--- src/rtl/rib_rr_arbiter_pkg.sv ---
// Shared types and constants for the bus arbiter: FSM encoding, master indices,
// counter widths and the round-robin index helper.
package rib_rr_arbiter_pkg;

  typedef enum logic {
    RIB_STATE_IDLE = 1'b0,
    RIB_STATE_BUSY = 1'b1
  } rib_state_e;

  localparam int RIB_MST_JTAG = 0;
  localparam int RIB_MST_EX   = 1;
  localparam int RIB_MST_PC   = 2;
  localparam int RIB_MST_DMA  = 3;

  localparam int RIB_ID_W  = 3;
  localparam int RIB_TMO_W = 16;

  // Index k positions after ptr, wrapped into 0..n-1.
  function automatic logic [RIB_ID_W-1:0] rr_next(input logic [RIB_ID_W-1:0] ptr,
                                                  input int k, input int n);
    return RIB_ID_W'((int'(ptr) + k) % n);
  endfunction

endpackage

--- src/rtl/rib_rr_arbiter_pick.sv ---
// Combinational winner selection: fixed-priority master first, otherwise the
// first requester after rr_ptr in circular order.
module rib_rr_arbiter_pick
  import rib_rr_arbiter_pkg::*;
#(
  parameter int NUM_M  = 4,
  parameter int PRIO_M = 0
) (
  input  logic [NUM_M-1:0]    req,
  input  logic [RIB_ID_W-1:0] rr_ptr,
  output logic [RIB_ID_W-1:0] win,
  output logic                valid
);

  logic [7:0]          req8;
  logic [RIB_ID_W-1:0] idx;

  assign req8 = 8'(req);

  always_comb begin
    win   = '0;
    valid = 1'b0;
    idx   = '0;
    if (req[PRIO_M]) begin
      win   = RIB_ID_W'(PRIO_M);
      valid = 1'b1;
    end else begin
      for (int k = 1; k <= NUM_M; k++) begin
        idx = rr_next(rr_ptr, k, NUM_M);
        if (!valid && req8[idx]) begin
          win   = idx;
          valid = 1'b1;
        end
      end
    end
  end

endmodule

--- src/rtl/rib_rr_arbiter.sv ---
// Shares one slave port between NUM_M masters; holds the grant until slave ack,
// timeout (error completion) or requester withdrawal.
module rib_rr_arbiter
  import rib_rr_arbiter_pkg::*;
#(
  parameter int NUM_M   = 4,
  parameter int AW      = 32,
  parameter int DW      = 32,
  parameter int PRIO_M  = 0,
  parameter int TIMEOUT = 255
) (
  input  logic                clk,
  input  logic                rst,
  input  logic [NUM_M-1:0]    m_req_i,
  input  logic [NUM_M-1:0]    m_we_i,
  input  logic [NUM_M*AW-1:0] m_addr_i,
  input  logic [NUM_M*DW-1:0] m_wdata_i,
  output logic [DW-1:0]       m_rdata_o,
  output logic [NUM_M-1:0]    m_ack_o,
  output logic                m_err_o,
  output logic [NUM_M-1:0]    m_stall_o,
  output logic                s_req_o,
  output logic                s_we_o,
  output logic [AW-1:0]       s_addr_o,
  output logic [DW-1:0]       s_wdata_o,
  input  logic [DW-1:0]       s_rdata_i,
  input  logic                s_ack_i,
  output logic [2:0]          gnt_id_o
);

  localparam logic [RIB_TMO_W-1:0] TMO_LAST = RIB_TMO_W'(TIMEOUT - 1);
  localparam logic [RIB_ID_W-1:0]  PRIO_ID  = RIB_ID_W'(PRIO_M);

  rib_state_e           state, state_d;
  logic [RIB_ID_W-1:0]  gnt, rr_ptr, pick_win;
  logic [RIB_TMO_W-1:0] tmo_cnt;
  logic                 pick_valid, ack_g, rr_load;
  logic                 req_g, we_g;
  logic [AW-1:0]        addr_g;
  logic [DW-1:0]        wdata_g;

  rib_rr_arbiter_pick #(.NUM_M(NUM_M), .PRIO_M(PRIO_M)) u_pick (
    .req    (m_req_i),
    .rr_ptr (rr_ptr),
    .win    (pick_win),
    .valid  (pick_valid)
  );

  always_ff @(posedge clk) begin
    if (rst) begin
      state   <= RIB_STATE_IDLE;
      gnt     <= '0;
      rr_ptr  <= RIB_ID_W'(NUM_M - 1);
      tmo_cnt <= '0;
    end else begin
      state <= state_d;
      if (state == RIB_STATE_IDLE && pick_valid) begin
        gnt     <= pick_win;
        tmo_cnt <= '0;
      end else if (state == RIB_STATE_BUSY && tmo_cnt != '1) begin
        tmo_cnt <= tmo_cnt + 1'b1;
      end
      if (rr_load) rr_ptr <= gnt;
    end
  end

  always_comb begin
    req_g   = 1'b0;
    we_g    = 1'b0;
    addr_g  = '0;
    wdata_g = '0;
    for (int i = 0; i < NUM_M; i++) begin
      if (gnt == RIB_ID_W'(i)) begin
        req_g   = m_req_i[i];
        we_g    = m_we_i[i];
        addr_g  = m_addr_i[i*AW +: AW];
        wdata_g = m_wdata_i[i*DW +: DW];
      end
    end
  end

  // Outputs are forced quiet while rst is asserted so a cut-off transfer never acks.
  always_comb begin
    state_d   = state;
    s_req_o   = 1'b0;
    s_we_o    = 1'b0;
    s_addr_o  = '0;
    s_wdata_o = '0;
    m_rdata_o = '0;
    m_err_o   = 1'b0;
    gnt_id_o  = '0;
    ack_g     = 1'b0;
    rr_load   = 1'b0;
    if (!rst) begin
      case (state)
        RIB_STATE_IDLE: begin
          if (pick_valid) state_d = RIB_STATE_BUSY;
        end
        RIB_STATE_BUSY: begin
          gnt_id_o  = gnt;
          s_we_o    = we_g;
          s_addr_o  = addr_g;
          s_wdata_o = wdata_g;
          if (!req_g) begin
            state_d = RIB_STATE_IDLE;
          end else begin
            s_req_o = 1'b1;
            if (s_ack_i) begin
              ack_g     = 1'b1;
              m_rdata_o = s_rdata_i;
              rr_load   = (gnt != PRIO_ID);
              state_d   = RIB_STATE_IDLE;
            end else if (tmo_cnt == TMO_LAST) begin
              ack_g   = 1'b1;
              m_err_o = 1'b1;
              rr_load = 1'b1;
              state_d = RIB_STATE_IDLE;
            end
          end
        end
        default: state_d = RIB_STATE_IDLE;
      endcase
    end
  end

  always_comb begin
    m_ack_o = '0;
    for (int i = 0; i < NUM_M; i++) m_ack_o[i] = ack_g && (gnt == RIB_ID_W'(i));
  end

  assign m_stall_o = m_req_i & ~m_ack_o;

endmodule

--- config.mk ---
export PLATFORM = sky130hd
export DESIGN_NAME = rib_rr_arbiter
export DESIGN_NICKNAME = d
export VERILOG_FILES = /design/src/rtl/rib_rr_arbiter_pkg.sv /design/src/rtl/rib_rr_arbiter_pick.sv /design/src/rtl/rib_rr_arbiter.sv
export SDC_FILE = /design/constraint.sdc
export NUM_CORES = 1
export LEC_CHECK = 0
export CAP_MARGIN = 20
export CORE_AREA = 2 2 157 159
export CTS_BUF_LIST = sky130_fd_sc_hd__clkbuf_8
export CTS_CLUSTER_SIZE = 30
export DETAILED_ROUTE_END_ITERATION = 10
export DIE_AREA = 0 0 159 161
export HOLD_SLACK_MARGIN = 0.1
export PLACE_DENSITY_LB_ADDON = 0.3
export RECOVER_POWER = 50
export SETUP_SLACK_MARGIN = 0.4
export SLEW_MARGIN = 15
export SYNTH_ARGS = -nofsm -noshare
export SYNTH_HDL_FRONTEND = slang
export SYNTH_SLANG_ARGS = --single-unit
--- constraint.sdc ---
create_clock -name clk -period 4.3 [get_ports clk]
set_clock_uncertainty 0.05 [all_clocks]
set_input_delay 0.43 -clock clk [delete_from_list [all_inputs] [get_ports clk]]
set_output_delay 0.43 -clock clk [all_outputs]
set_load 0.01 [all_outputs]
==> results of run 1 <==
[sequential cells by signal, indices dropped and copies added, names as in the netlist]
register	count
rr_ptr	2
tmo_cnt	16
gnt	2
state	1
[cells in the final DEF, fill, tap and decap left out, types with 2 or more instances in the layout]
cell / netlist / layout
a41oi_1: 3 / 3
nor4_1: 3 / 3
o311ai_0: 2 / 2
nor2_1: 9 / 9
buf_4: 1 / 3
inv_1: 9 / 9
a21oi_1: 12 / 12
clkdlybuf4s50_1: 0 / 389
or4_1: 3 / 4
clkbuf_2: 1 / 2
clkbuf_8: 0 / 3
nand4_1: 6 / 6
nand3_1: 5 / 5
nor3_1: 9 / 8
o41ai_1: 3 / 3
o31a_1: 2 / 2
a211oi_1: 2 / 2
o21a_1: 4 / 4
o31ai_1: 2 / 2
nand2_1: 14 / 14
o211ai_1: 2 / 2
a31oi_1: 2 / 2
nor2b_1: 3 / 2
or3_1: 4 / 4
and3_1: 5 / 5
and2_1: 97 / 97
ha_1: 2 / 2
mux4_2: 65 / 65
dfxtp_1: 21 / 20
o21ai_0: 8 / 8
and4_1: 5 / 5
dlygate4sd3_1: 0 / 18
nand2b_1: 3 / 3
[layer usage]
layer | track usage (%) | part of all wire (%)
met3 | 3.49 | 7.6
met1 | 17.2 | 39
met2 | 27.5 | 53
met5 | 0 | 0.13
met4 | 1.28 | 0.56
[worst paths after layout]
path / startpoint / end / slack, ns / cells past startpoint
min: tmo_cnt[4] / tmo_cnt[4] / 0.44 / 1
min reg2reg: tmo_cnt[4] / tmo_cnt[4] / 0.44 / 1
max: gnt[0] / s_addr_o[21] / 0.65 / 4
max reg2reg: gnt[1] / rr_ptr[0] / 2.09 / 4
[cell usage after synthesis, drive strengths merged, types with 3 or more instances]
library cell,number
mux4,65
and3,5
and4,5
dfxtp,21
inv,9
nor3,9
and2,97
a21oi,12
o41ai,3
or4,4
o21ai,8
a41oi,3
nor4,3
nor2,9
buf,16
o21a,4
nor2b,3
nand4,6
nand2,14
nand3,5
or3,4
nand2b,3
clkbuf,18
[final cells by class]
class / instances / area share [%]
Inverter: 9 / 0.428
Tap cell: 324 / 5.14
Multi-Input combinational cell: 289 / 36.4
Sequential cell: 21 / 5.37
Clock inverter: 1 / 0.0634
Timing Repair Buffer: 412 / 52.0
Clock buffer: 3 / 0.523
[report_power, final]
| group | internal, uW | switching (uW) |
|---|---|---|
| Combinational | 420 | 168 |
| Sequential | 197 | 11.3 |
| Clock | 64.6 | 67.5 |
[metrics by stage]
stage	cell area, sq um	instances	util, %	hold WS [ns]	setup WS, ns
floorplan	3460	353	-	0.388	2.11
global placement	7860	1055	32.8	0.426	0.976
detailed placement	7860	1055	32.8	0.414	0.944
CTS	7900	1059	33.0	0.431	0.815
global route	7890	1059	32.9	0.467	0.331
finish	7890	1059	32.9	0.438	0.651
[cells by family (layout without fill, tap and decap cells)]
kind of cell	Yosys count	after routing
mux	67	67
simple gates	170	170
compound gates	49	49
buf+inv	43	425
flops	21	21
fa+ha+maj	2	2
other cells	1	1
==> impl_metrics.tcl, run 1 <==
set metrics [dict create \
    synth_top_family_by_area "multiplexers" \
    die_y_um 161 \
    rsz0062_at_grt "no" \
    grt_pass1_wl_um 29100 \
    fillCellCount 2512 \
    worstPathMaxFanout 34 \
    hold_viol 0 \
    synth.distinct_cells 47 \
    cts.clk_slew.worst_paths_ns 0.08 \
    antenna_found_initial 2 \
    firstDrtPassIters 4 \
    initial_utilization_pct 14.5 \
    critPathBufInv 2 \
    synth_top_area_cell "mux4_2" \
    min_period_ns 3.65 \
    post_cts_buffers 0 \
    post_drt_wl_per_cell_um 18.5 \
    syn_inst 353 \
    synth-edff-count 0 \
    syn_area_sq_um 3460 \
    io_buffers 407 \
    grt_pass1_vias 4731 \
    drtIter0Drc 222 \
    crit_slowest_cell "clkbuf_2" \
    dieArea_sq_um 25600 \
    crit_chain "clkbuf_2 -> mux4_2 -> and2_1 -> dlygate4sd3_1" \
    power_uw 928 \
    synthAdderAreaFrac_pct 0.722 \
    finalSetupViolCount 0 \
    drive_gt1_share_pct 11.0 \
    fin_setup_tns_ns 0 \
    seq_area_sq_um 424 \
    ys_seq_area_share_pct 12.1 \
    htree_num_levels 1 \
    synth_compound_area_share_pct 9.64 \
    ys_top_cells_by_area "mux4_2, and2_1, dfxtp_1" \
    nets 1037 \
    area_growth_pct 128 \
    critPathMaxStageDelay_ns 1.01 \
    synthXorXnorAreaFrac_pct 0 \
    muxShareOfSynthArea_pct 42.9 \
    grtUsageTotal_pct 14.5 \
    yosysWarnings 0 \
    tightest_slew_ns 1.31 \
    drv_slew 0 \
    timing.fmax_mhz 274 \
    hold_buffers 0 \
    run_status "complete, no violations" \
    grt_overflow 0 \
    synth_flop_cell "dfxtp_1" \
    criticalPathCategory "reg -> out" \
    powerDensity_nw_per_um2 118 \
    num_io_pins 409 \
    cts_root_buf "clkbuf_8" \
    cts_buffers 3 \
    core_area_sq_um 24000 \
    viasPerCell 4.29 \
    crit_required_ns 3.82 \
    die_x_um 159 \
    insertion_delay_ns 0.26 \
    post-dp-hpwl_um 16400 \
    syn_avg_cell_area_sq_um 9.81 \
    cap_violations 0 \
    synth_top_area_share_pct 42.3 \
    power_leakage_uw 0.00267 \
    via_count 4546 \
    tritoncts "yes" \
    rows 57 \
    finalCritPeriodShare_pct 84.9 \
    numClockSinks 21 \
    detail-route-antenna-nets 0 \
    path_delay_family "buffers and inverters" \
    drc 0 \
    synth-simple-area-share_pct 29.4 \
    hold_path_class "reg -> reg" \
    clock_path_buffers 2 \
    diodes 0 \
    cts.repair.resized 0 \
    cp.arrival_ns 3.17 \
    routabilityCongestion 0.837 \
    ys_seq_elements 21 \
    maxSlewHeadroom_pct 12.9 \
    worst_setup_path_start_kind "flop" \
    multi_input_area_sq_um 2880 \
    grt_start_max_net_pins 66 \
    worstSetupEndpointType "primary output" \
    vdd_ir_drop_max_mv 0.0842 \
    drt-total-wl_um 19600 \
    syn-num-nets 654 \
    ys_async_sr_fraction_pct 0 \
]
(Power assumes the default switching activity.)
==> run 2, diff against run 1 <==
- clock period: 4.3 -> 3.15 ns (I/O delays scaled with it)
==> run 2 against run 1 <==
  * Cell count is 1.8% higher
  * Core utilization is 0.91 points higher
  * Count of clock-buffer cells in the layout stayed put
  * Wire length is 6.1% higher
  * Global-route usage is 0.67 points higher
  * Combinational power is 42% higher
  * Critical path type unchanged
  * Critical endpoint is now m_rdata_o[15]
  * Largest power group unchanged
  * Highest routed layer is now met4
==> impl_metrics.tcl, run 2 (same netlist as run 1, synthesis figures left out) <==
set metrics [dict create \
    grtUsageTotal_pct 15.2 \
    dieArea_sq_um 25600 \
    drc 0 \
    rows 57 \
    num_io_pins 409 \
    htree_num_levels 1 \
    finalSetupViolCount 0 \
    criticalPathCategory "reg -> out" \
    top_register "tmo_cnt" \
    place_ws_ns 0.232 \
    multi_input_area_sq_um 2910 \
    cts_buffers 3 \
    largest_register_ff_count 16 \
    min_delay_path_depth 1 \
    finalCritPeriodShare_pct 92.3 \
    rsz0062_at_grt "yes" \
    antenna_found_initial 4 \
    grt_overflow 0 \
    firstDrtPassIters 4 \
    io_buffers 407 \
    layout_common_cells "clkdlybuf4s50_1, and2_1, mux4_2, dlygate4sd3_1, dfxtp_1" \
    vdd_ir_drop_max_mv 0.123 \
    grt_pass1_vias 4885 \
    drtIter0Drc 218 \
    min_period_ns 2.91 \
    post-dp-hpwl_um 16500 \
    fin_setup_tns_ns 0 \
    timing.fmax_mhz 344 \
    cts.clk_slew.worst_paths_ns 0.08 \
    worstPathMaxFanout 8 \
    numClockSinks 21 \
    core_area_sq_um 24000 \
    area_growth_pct 134 \
    hold_viol 0 \
    run_status "complete, no violations" \
    hold_path_class "reg -> reg" \
    tritoncts "yes" \
    fillCellCount 2498 \
    grt_start_max_net_pins 68 \
    final_core_util_pct 33.8 \
    cts_root_buf "clkbuf_8" \
    mostFrequentLayoutCell "clkdlybuf4s50_1" \
    worst_r2r_endpoint "rr_ptr[0]" \
    drt-total-wl_um 20800 \
    crit_required_ns 2.78 \
    cp.arrival_ns 2.54 \
    r2r-start "tmo_cnt[0]" \
    routabilityCongestion 0.838 \
    viasPerCell 4.29 \
    die_y_um 161 \
    maxSlewHeadroom_pct 57.8 \
    power_leakage_uw 0.00284 \
    min_to "tmo_cnt[4]" \
    cap_violations 0 \
    hold_buffers 0 \
    via_count 4620 \
    drv_slew 0 \
    post_drt_wl_per_cell_um 19.3 \
    drive_gt1_share_pct 13.0 \
    seq_area_sq_um 432 \
    rrSetupSlack_ns 1.19 \
    detail-route-antenna-nets 0 \
    grt_pass1_wl_um 30200 \
    insertion_delay_ns 0.26 \
    fin_cells 1078 \
    power_uw 1290 \
    die_x_um 159 \
    r2r_cells 7 \
    nets 1053 \
    worstSetupEndpointType "primary output" \
    placed_cells 1061 \
    clock_path_buffers 2 \
    worst_setup_path_start_kind "flop" \
    fin_ws_ns 0.242 \
    tightest_slew_ns 0.634 \
    initial_utilization_pct 14.5 \
    reg_top3 "tmo_cnt x16, gnt x2, rr_ptr x2" \
    powerDensity_nw_per_um2 159 \
    hold_start "tmo_cnt[4]" \
]
[run 2: metal layers]
metal  GRT usage [%]  up-vias  wire length, um
met1            18.0     2195             7900
met3            3.70       14             1520
met5               0        -                0
li1                -     2173                -
met4            2.44        0              211
met2            28.1      238            11200
[run 2: cell type report]
| class | count | share of cell area, % |
|---|---|---|
| Inverter | 9 | 0.417 |
| Tap cell | 324 | 5.00 |
| Clock inverter | 1 | 0.0463 |
| Multi-Input combinational cell | 290 | 35.9 |
| Sequential cell | 21 | 5.32 |
| Antenna cell | 3 | 0.0926 |
| Clock buffer | 3 | 0.509 |
| Timing Repair Buffer | 427 | 52.7 |
[run 2: repair_timing]
action,CTS,global route
setup endpoints to repair,105,102
buffers inserted,0,5
cloned,2,3
pin swaps,0,2
resized for setup,8,20
[run 2: critical path, stage by stage, from the launching register on]
cell and delay (ns):
dfxtp_4 0.44, mux2_2 0.35, o22ai_1 0.32, buf_4 0.22, nor3_4 0.06, buf_4 0.15, buf_6 0.12, and2_1 0.15
clkdlybuf4s50_1 0.48
[run 2: through the flow]
step,hold WS (ns),area [sq um]
final,0.423,8110
after global routing,0.451,8110
after CTS,0.421,8040
after detailed placement,0.409,7930
after global placement,0.412,7930
after floorplan,0.388,3460
[run 2: power by group]
part           internal (uW)  switching [uW]  leakage, uW  total, uW
Clock                   86.8            86.9    0.0000269        174
Combinational            586             251      0.00264        837
Sequential               269            10.3     0.000172        280
Total                    942             348      0.00284       1290
[run 2: worst max path at each step]
stage / from / endpoint / slack, ns / depth (start not counted)
global placement: m_req_i[1] / m_stall_o[0] / 0.23 / 6
global route: gnt[0] / m_rdata_o[11] / 0.13 / 8
floorplan: tmo_cnt[0] / m_stall_o[0] / 1.07 / 7
finish: gnt[0] / m_rdata_o[15] / 0.24 / 8
CTS: tmo_cnt[0] / m_stall_o[0] / 0.27 / 7
detailed placement: m_req_i[1] / m_stall_o[0] / 0.23 / 6
==> run 3, diff against run 2 <==
- GPL_ROUTABILITY_DRIVEN: unset -> 0
- REMOVE_ABC_BUFFERS: unset -> 1
==> run 3 against run 2 <==
  * Total power rose by 0.83%
  * Register-to-register slack lost 0.11 ns
  * First-iteration DRC count grew 2.8%
  * Largest cell class unchanged
  * Largest power group unchanged
==> impl_metrics.tcl, run 3 (same netlist as run 1, synthesis figures left out) <==
set metrics [dict create \
    run_status "complete, no violations" \
    maxSlewHeadroom_pct 57.9 \
    antenna_found_initial 3 \
    tritoncts "yes" \
    nets 1051 \
    drive_gt1_share_pct 13.5 \
    drtIter0Drc 224 \
    dieArea_sq_um 25600 \
    grt_pass1_vias 4634 \
    vdd_ir_drop_max_mv 0.139 \
    firstDrtPassIters 4 \
    finalSetupViolCount 0 \
    finalCritPeriodShare_pct 92.7 \
    io_buffers 407 \
    detail-route-antenna-nets 0 \
    fin_setup_tns_ns 0 \
    htree_num_levels 1 \
    clock_path_buffers 2 \
    reg_top3 "tmo_cnt x16, gnt x2, rr_ptr x2" \
    num_io_pins 409 \
    worstSetupEndpointType "primary output" \
    drv_slew 0 \
    seq_area_sq_um 432 \
    drc 0 \
    cts.clk_slew.worst_paths_ns 0.08 \
    core_area_sq_um 24000 \
    largest_register_ff_count 16 \
    grt_pass1_wl_um 28800 \
    criticalPathCategory "in -> out" \
    hold_path_class "in -> reg" \
    post-dp-hpwl_um 16500 \
    mostFrequentLayoutCell "clkdlybuf4s50_1" \
    hold_viol 0 \
    rsz0062_at_grt "yes" \
    timing.fmax_mhz 342 \
    worstPathMaxFanout 16 \
    grt_start_max_net_pins 66 \
    power_leakage_uw 0.00283 \
    rows 57 \
    viasPerCell 4.34 \
    multi_input_area_sq_um 2930 \
    post_drt_wl_per_cell_um 18.7 \
    insertion_delay_ns 0.26 \
    initial_utilization_pct 14.5 \
    fillCellCount 2505 \
    cap_violations 0 \
    drt-total-wl_um 20100 \
    die_y_um 161 \
    top_register "tmo_cnt" \
    min_period_ns 2.92 \
    crit_required_ns 2.78 \
    via_count 4658 \
    layout_common_cells "clkdlybuf4s50_1, and2_1, mux4_2, dlygate4sd3_1, dfxtp_1" \
    cts_buffers 3 \
    powerDensity_nw_per_um2 160 \
    area_growth_pct 135 \
    tightest_slew_ns 0.632 \
    worst_setup_path_start_kind "primary input" \
    cts_root_buf "clkbuf_8" \
    power_uw 1300 \
    grtUsageTotal_pct 14.5 \
    numClockSinks 21 \
    die_x_um 159 \
    grt_overflow 0 \
    cp.arrival_ns 2.55 \
]
[run 3: critical path: stages]
cell	delay, ns
dlygate4sd3_1	0.57
mux2_2	0.28
o22ai_2	0.20
buf_4	0.20
nor3_4	0.04
buf_4	0.16
clkbuf_16	0.16
and2_1	0.15
clkdlybuf4s50_1	0.48
[run 3: final timing paths]
kind | depth (start not counted) | end | slack (ns) | from
min | 3 | rr_ptr[1] | 0.43 | rst
min reg2reg | 1 | tmo_cnt[4] | 0.43 | tmo_cnt[4]
max | 9 | m_rdata_o[17] | 0.23 | m_req_i[0]
max reg2reg | 8 | rr_ptr[0] | 1.08 | tmo_cnt[0]
[run 3: routing by layer]
| layer | part of all wire (%) | vias up | routed length [um] | global-route usage [%] |
|---|---|---|---|---|
| li1 | - | 2169 | - | - |
| met1 | 40 | 2237 | 7980 | 17.3 |
| met2 | 51 | 227 | 10300 | 26.1 |
| met3 | 7.6 | 21 | 1520 | 4.01 |
| met4 | 1.2 | 4 | 232 | 2.64 |
| met5 | 0.13 | - | 27 | 0 |
[run 3: layout make-up]
class,instances,share of cell area [%]
clock inverters,1,0.0614
repair buffers,425,52.8
clock buffers,3,0.507
flip-flops and latches,21,5.30
diodes,1,0.0307
inverters,9,0.415
multi-input cells,290,36.0
well taps,324,4.98
[run 3: timing repair]
item	in CTS	in global routing
gates cloned	0	3
endpoints found under the setup margin	9	58
pin swaps	0	1
setup buffers	1	5
resized for setup	3	36
hold buffers	0	0
[run 3: stage by stage]
| step | util [%] | std cells | setup slack [ns] | hold WS [ns] | instance area, sq um |
|---|---|---|---|---|---|
| after floorplan | - | 319 | -2.20 | 0.388 | 3320 |
| after global placement | 33.2 | 1060 | 0.393 | 0.419 | 7950 |
| after detailed placement | 33.2 | 1060 | 0.360 | 0.420 | 7950 |
| after CTS | 33.5 | 1065 | 0.325 | 0.434 | 8020 |
| after global routing | 34.0 | 1074 | 0.154 | 0.451 | 8150 |
| final | 34.0 | 1074 | 0.230 | 0.430 | 8150 |
[run 3: report_power, final]
group	internal, uW	switching [uW]
clock	88.3	94.7
sequential	269	9.80
combinational	591	248
